**src/rtl/greenhouse_pkg.sv**
```systemverilog
// Shared constants and types for the greenhouse telemetry frame writer.
// Payload layout, status bit positions and serializer states live here.
package greenhouse_pkg;

    localparam logic [7:0] SYNC_BYTE_DEF = 8'hA5;
    localparam int         FRAME_LEN     = 12;

    localparam int P_TEMP     = 0;
    localparam int P_HUM      = 1;
    localparam int P_SOIL     = 2;
    localparam int P_CO2      = 3;
    localparam int P_LIGHT    = 4;
    localparam int P_PRESS    = 5;
    localparam int P_PH       = 6;
    localparam int P_PEST     = 7;
    localparam int P_LEAF_IN  = 8;
    localparam int P_LEAF_HLT = 9;
    localparam int P_GROWTH   = 10;
    localparam int P_STATUS   = 11;

    localparam int ST_FAN   = 0;
    localparam int ST_IRR   = 1;
    localparam int ST_HC    = 2;
    localparam int ST_ALERT = 3;

    typedef enum logic [2:0] {
        S_IDLE, S_SYNC, S_SEQ, S_LEN, S_PAYLOAD, S_CKSUM
    } tx_state_t;

    // Two's complement of SEQ + LEN + payload, so SEQ..CKSUM sums to zero.
    function automatic logic [7:0] frame_cksum(input logic [7:0] seq,
                                               input logic [FRAME_LEN-1:0][7:0] pl);
        logic [7:0] sum;
        sum = seq + 8'(FRAME_LEN);
        for (int i = 0; i < FRAME_LEN; i++) sum = sum + pl[i];
        return 8'(~sum + 8'd1);
    endfunction

endpackage

```
**src/rtl/sensor_frame_tx_ticker.sv**
```systemverilog
// Free-running sample period counter; emits a one-cycle tick at the terminal
// count while logging is enabled and sits at zero otherwise.
module sample_ticker #(
    parameter int SAMPLE_PERIOD = 1000
) (
    input  logic clk,
    input  logic rst,
    input  logic log_en,
    output logic tick
);
    localparam logic [19:0] TERM = 20'(SAMPLE_PERIOD - 1);

    logic [19:0] r_cnt;

    always_ff @(posedge clk) begin
        if (rst || !log_en)  r_cnt <= '0;
        else if (r_cnt == TERM) r_cnt <= '0;
        else                 r_cnt <= r_cnt + 20'd1;
    end

    assign tick = log_en && (r_cnt == TERM);

endmodule

```
**src/rtl/sensor_frame_tx.sv**
```systemverilog
// Snapshots the sensor/monitor state on a trigger and streams it as a framed,
// checksummed 16-byte record over a valid/ready byte interface.
module sensor_frame_tx
    import greenhouse_pkg::*;
#(
    parameter int         SAMPLE_PERIOD = 1000,
    parameter logic [7:0] SYNC_BYTE     = SYNC_BYTE_DEF
) (
    input  logic       clk,
    input  logic       rst,
    input  logic [7:0] temperature,
    input  logic [7:0] humidity,
    input  logic [7:0] soil_moisture,
    input  logic [7:0] co2_level,
    input  logic [7:0] light_intensity,
    input  logic [7:0] pressure,
    input  logic [7:0] ph_level,
    input  logic [7:0] pest_level,
    input  logic [7:0] leaf_color_in,
    input  logic [7:0] leaf_health_out,
    input  logic [7:0] growth_status,
    input  logic       fan,
    input  logic       irrigation,
    input  logic       humidity_control,
    input  logic       alert,
    input  logic       log_en,
    input  logic       snap_req,
    output logic [7:0] tx_data,
    output logic       tx_valid,
    input  logic       tx_ready,
    output logic       busy,
    output logic       frame_done,
    output logic [7:0] drop_count
);
    tx_state_t                   r_state, w_state_nxt;
    logic [FRAME_LEN-1:0][7:0]   r_snap, w_payload;
    logic [7:0]                  r_seq, r_drop;
    logic [3:0]                  r_idx;
    logic                        w_tick, w_trig, w_hs;

    sample_ticker #(.SAMPLE_PERIOD(SAMPLE_PERIOD)) u_ticker (
        .clk    (clk),
        .rst    (rst),
        .log_en (log_en),
        .tick   (w_tick)
    );

    assign w_trig     = w_tick | snap_req;
    assign w_hs       = tx_valid & tx_ready;
    assign drop_count = r_drop;

    always_comb begin
        w_payload             = '0;
        w_payload[P_TEMP]     = temperature;
        w_payload[P_HUM]      = humidity;
        w_payload[P_SOIL]     = soil_moisture;
        w_payload[P_CO2]      = co2_level;
        w_payload[P_LIGHT]    = light_intensity;
        w_payload[P_PRESS]    = pressure;
        w_payload[P_PH]       = ph_level;
        w_payload[P_PEST]     = pest_level;
        w_payload[P_LEAF_IN]  = leaf_color_in;
        w_payload[P_LEAF_HLT] = leaf_health_out;
        w_payload[P_GROWTH]   = growth_status;
        w_payload[P_STATUS][ST_FAN]   = fan;
        w_payload[P_STATUS][ST_IRR]   = irrigation;
        w_payload[P_STATUS][ST_HC]    = humidity_control;
        w_payload[P_STATUS][ST_ALERT] = alert;
    end

    always_ff @(posedge clk) begin
        if (rst) begin
            r_state <= S_IDLE;
            r_snap  <= '0;
            r_seq   <= '0;
            r_idx   <= '0;
            r_drop  <= '0;
        end else begin
            r_state <= w_state_nxt;
            // A trigger only lands when idle; otherwise it is counted as lost.
            if (w_trig) begin
                if (r_state == S_IDLE)  r_snap <= w_payload;
                else if (r_drop != 8'hFF) r_drop <= r_drop + 8'd1;
            end
            if (w_hs && r_state == S_LEN)     r_idx <= '0;
            if (w_hs && r_state == S_PAYLOAD) r_idx <= r_idx + 4'd1;
            if (w_hs && r_state == S_CKSUM)   r_seq <= r_seq + 8'd1;
        end
    end

    always_comb begin
        w_state_nxt = r_state;
        tx_valid    = (r_state != S_IDLE);
        busy        = (r_state != S_IDLE);
        tx_data     = '0;
        frame_done  = 1'b0;
        case (r_state)
            S_IDLE:    if (w_trig) w_state_nxt = S_SYNC;
            S_SYNC: begin
                tx_data = SYNC_BYTE;
                if (w_hs) w_state_nxt = S_SEQ;
            end
            S_SEQ: begin
                tx_data = r_seq;
                if (w_hs) w_state_nxt = S_LEN;
            end
            S_LEN: begin
                tx_data = 8'(FRAME_LEN);
                if (w_hs) w_state_nxt = S_PAYLOAD;
            end
            S_PAYLOAD: begin
                tx_data = r_snap[r_idx];
                if (w_hs && r_idx == 4'(FRAME_LEN - 1)) w_state_nxt = S_CKSUM;
            end
            S_CKSUM: begin
                tx_data    = frame_cksum(r_seq, r_snap);
                frame_done = tx_ready;
                if (w_hs) w_state_nxt = S_IDLE;
            end
            default:   w_state_nxt = S_IDLE;
        endcase
    end

endmodule

```
**config.mk**
```make
export PLATFORM = sky130hd
export DESIGN_NAME = sensor_frame_tx
export DESIGN_NICKNAME = d
export VERILOG_FILES = /design/src/rtl/greenhouse_pkg.sv /design/src/rtl/sensor_frame_tx_ticker.sv /design/src/rtl/sensor_frame_tx.sv
export SDC_FILE = /design/constraint.sdc
export NUM_CORES = 1
export LEC_CHECK = 0
export CORE_MARGIN = 3
export CORE_UTILIZATION = 56
export CTS_CLUSTER_DIAMETER = 40
export DETAILED_ROUTE_END_ITERATION = 10
export PLACE_DENSITY = 0.85
export SKIP_CTS_REPAIR_TIMING = 1
export SLEW_MARGIN = 25
export SYNTH_ARGS = -nofsm -noshare
export SYNTH_HDL_FRONTEND = slang
export SYNTH_SLANG_ARGS = --single-unit
```
**constraint.sdc**
```tcl
create_clock -name clk -period 8.75 [get_ports clk]
set_input_delay 1.75 -clock clk [delete_from_list [all_inputs] [get_ports clk]]
set_output_delay 1.75 -clock clk [all_outputs]
set_load 0.05 [all_outputs]
```
==> flow_summary_export.csv <==
group,metric,value,unit
timing,tightest_slew,967,ps
global_route,grt_pass1_wl,35300,um
critical_path,crit_type,"reg2out",
synthesis,synth.distinct_cells,53,
worst_hold_path,hold_class,"reg2reg",
cells_and_area,diodes,0,
floorplan,start_util,57.9,%
floorplan,io_pins,116,
synthesis,async_reset_ff_share,0,%
place,place_congestion,0.861,
cells_and_area,final_cells,1274,
cts,clockBufferDepth,2,
cts,cts_max_level,4,
cts,clock_latency,430,ps
run,maxCapViolations,0,
timing,final_max_slew_viol_count,0,
route,met1Wirelength,8610,um
global_route,grtUsageTotal,27.2,%
power,leakage,3.95,nW
route,ant_nets,0,
route,wl_met2,10600,um
synthesis,synth-compound-area-share,10.9,%
synthesis,synth.avg_cell_area,8.58,sq um
floorplan,die_area,16700,sq um
route,highest_layer,"met4",
critical_path,crit_path_end_kind,"output port",
place,numPlacedInstances,1242,
critical_path,crit_arrival,6510,ps
place,dp_hpwl,15700,um
synthesis,synthMuxAreaShare,7.08,%
critical_path,cp_max_fo,3,
route,routed_wirelength,21800,um
cells_and_area,area_delta_synth_final,21.0,%
route,drc,0,
route,firstDrtPassIters,7,
run_status,status,"completed",
route,wl_per_cell,17.1,um
power,pwr_density_cell,275,nW/um^2
synthesis,synthSimpleGateAreaFrac,17.1,%
synthesis,syn-cell-area,8480,sq um
timing,hold_viol_final,0,
synthesis,synth_top_family_by_area,"adder cells",
route,avgViaCountPerCell,5.72,
synthesis,synth_xor_area_share,6.67,%
critical_path,critPathLaunchType,"register",
timing,finalSetupViolations,0,
worst_hold_path,hold-path-cell-count,2,
critical_path,r2r_cells,6,
floorplan,fp-row-count,44,
cts,cts_buffers,17,
timing,timing.fmax,121,MHz
cts,cts_num_sinks,135,
timing,finClkSkew,6.48,ps
cells_and_area,drive_gt1_share,5.87,%
synthesis,syn-instance-count,988,
route,vias,7286,
timing,fin_crit_sh,94.4,%
floorplan,fp.dieH,129,um
global_route,antenna_found_initial,0,
global_route,grt_pass1_vias,7251,
global_route,grt_max_degree,94,
timing,rsz0062_at_grt,"false",
synthesis,synth_flop_cell,"dfxtp_1",
cts,cts_tree,"built",
synthesis,ys_seq_area_share,31.9,%
place,port_buffers,115,
synthesis,synth_nets,1173,
critical_path,required,7000,ps
synthesis,ys_warn_count,0,
cts,ctsRootBufferMaster,"clkbuf_16",
route,route.met3.wl,1810,um
global_route,overflow,0,
timing,finalWorstSetupSlack,490,ps
synthesis,synth-adder-area-share,18.9,%
cells_and_area,nets,1262,
floorplan,die_w,129,um
route,drt-initial-drc-count,636,
place,dp_slack,976,ps
timing,tns,0,ps
timing,relSlewSlack,35.5,%
power,ir_worst_vdd,0.246,mV
cts,clk_pin_slew,60,ps
synthesis,synth_edf_count,0,
timing,final.min_clock_period,8260,ps
synthesis,ys_ff_latch,135,
floorplan,core,14600,sq um
[worst max-delay path, cell delays in order (launching register included)]
cell and delay [ps]:
dfxtp_1 350, inv_1 70, fa_1 530, inv_1 60, fa_1 500, fa_1 530, fa_1 540, inv_1 50
fa_1 550, inv_1 50, ha_1 310, a211oi_1 370, o21bai_1 130, a211o_1 320, and2_1 180, nor4_1 370
xnor2_1 130, o221ai_1 190, clkdlybuf4s50_1 840
[per-layer routing]
layer | vias up | GRT usage [%]
li1 | 3384 | -
met1 | 3508 | 35.2
met2 | 334 | 44.6
met3 | 60 | 5.23
met4 | 0 | 12.5
met5 | - | 0
[cell families after synthesis]
logic type | count (synthesis)
and+or+nand+nor | 337
buffers and inverters | 167
AOI/OAI and AO/OA | 163
DFF | 135
adders and majority gates | 88
xor gates and xnor gates | 63
muxes | 35
[stage by stage]
| step | cell area (sq um) | hold WS (ps) | total power, mW | util, % |
|---|---|---|---|---|
| after floorplan | 8480 | 441 | 1.80 | - |
| after global placement | 9710 | 458 | 2.08 | 66.3 |
| after detailed placement | 9710 | 462 | 2.13 | 66.3 |
| after CTS | 10300 | 470 | 2.81 | 70.1 |
| after global routing | 10300 | 496 | 3.05 | 70.1 |
| final | 10300 | 473 | 2.82 | 70.1 |
[cell usage after synthesis, types with 7 or more instances]
library cell  instances  area share, %
ha_1                 21            3.1
nand4_1              10           0.74
mux2i_1              15            1.8
inv_1               117            5.2
nand3_1              14           0.83
dfxtp_1             135             32
o22ai_1               8           0.59
a21oi_1             117            6.9
fa_1                 67             16
mux4_2               20            5.3
clkbuf_1             40            1.8
nor2_1               63            2.8
xnor2_1              40            4.1
o21ai_0              14           0.83
nor3_1                7           0.41
xor2_1               22            2.3
nand2_1             207            9.2
[state kept, by name, summed over array words and instances, names as in the netlist]
register        flops
u_ticker.r_cnt     20
r_idx               4
r_seq               8
r_snap             92
drop_count          8
r_state             3
[power by group]
part	internal, mW	switching (mW)
clock network	0.397	0.270
logic	0.629	0.824
registers	0.653	0.0455
total	1.68	1.14
[final timing paths]
path | from | end | slack [ps]
setup / recovery | r_snap[1] | tx_data[7] | 490
hold / removal | r_snap[25] | r_snap[25] | 470
setup reg to reg | r_state[2] | r_snap[40] | 5900
hold reg to reg | r_snap[25] | r_snap[25] | 470
[final cells by class]
class                           instances  area [sq um]
Clock buffer                           21           450
Timing Repair Buffer                  120          1190
Fill cell                            1081          4380
Sequential cell                       135          2700
Clock inverter                         11           101
Tap cell                              184           230
Multi-Input combinational cell        686          5150
Inverter                              117           439
[cell usage in the layout, fill, tap and decap left out, types with 4 or more instances in the layout]
cell,n
inv_1,117
nand3_1,14
xnor2_1,40
o22ai_1,8
nor2b_1,6
nor2_1,62
clkbuf_16,17
o21ai_0,14
nor3_1,7
dfxtp_1,135
a211oi_1,4
or3_1,5
ha_1,21
clkinvlp_4,4
buf_4,6
fa_1,67
mux4_2,20
clkdlybuf4s50_1,114
a21oi_1,117
nand2_1,207
mux2i_1,15
xor2_1,22
and3_1,5
nand4_1,10
Note: power is estimated with default switching activity, not from simulation.
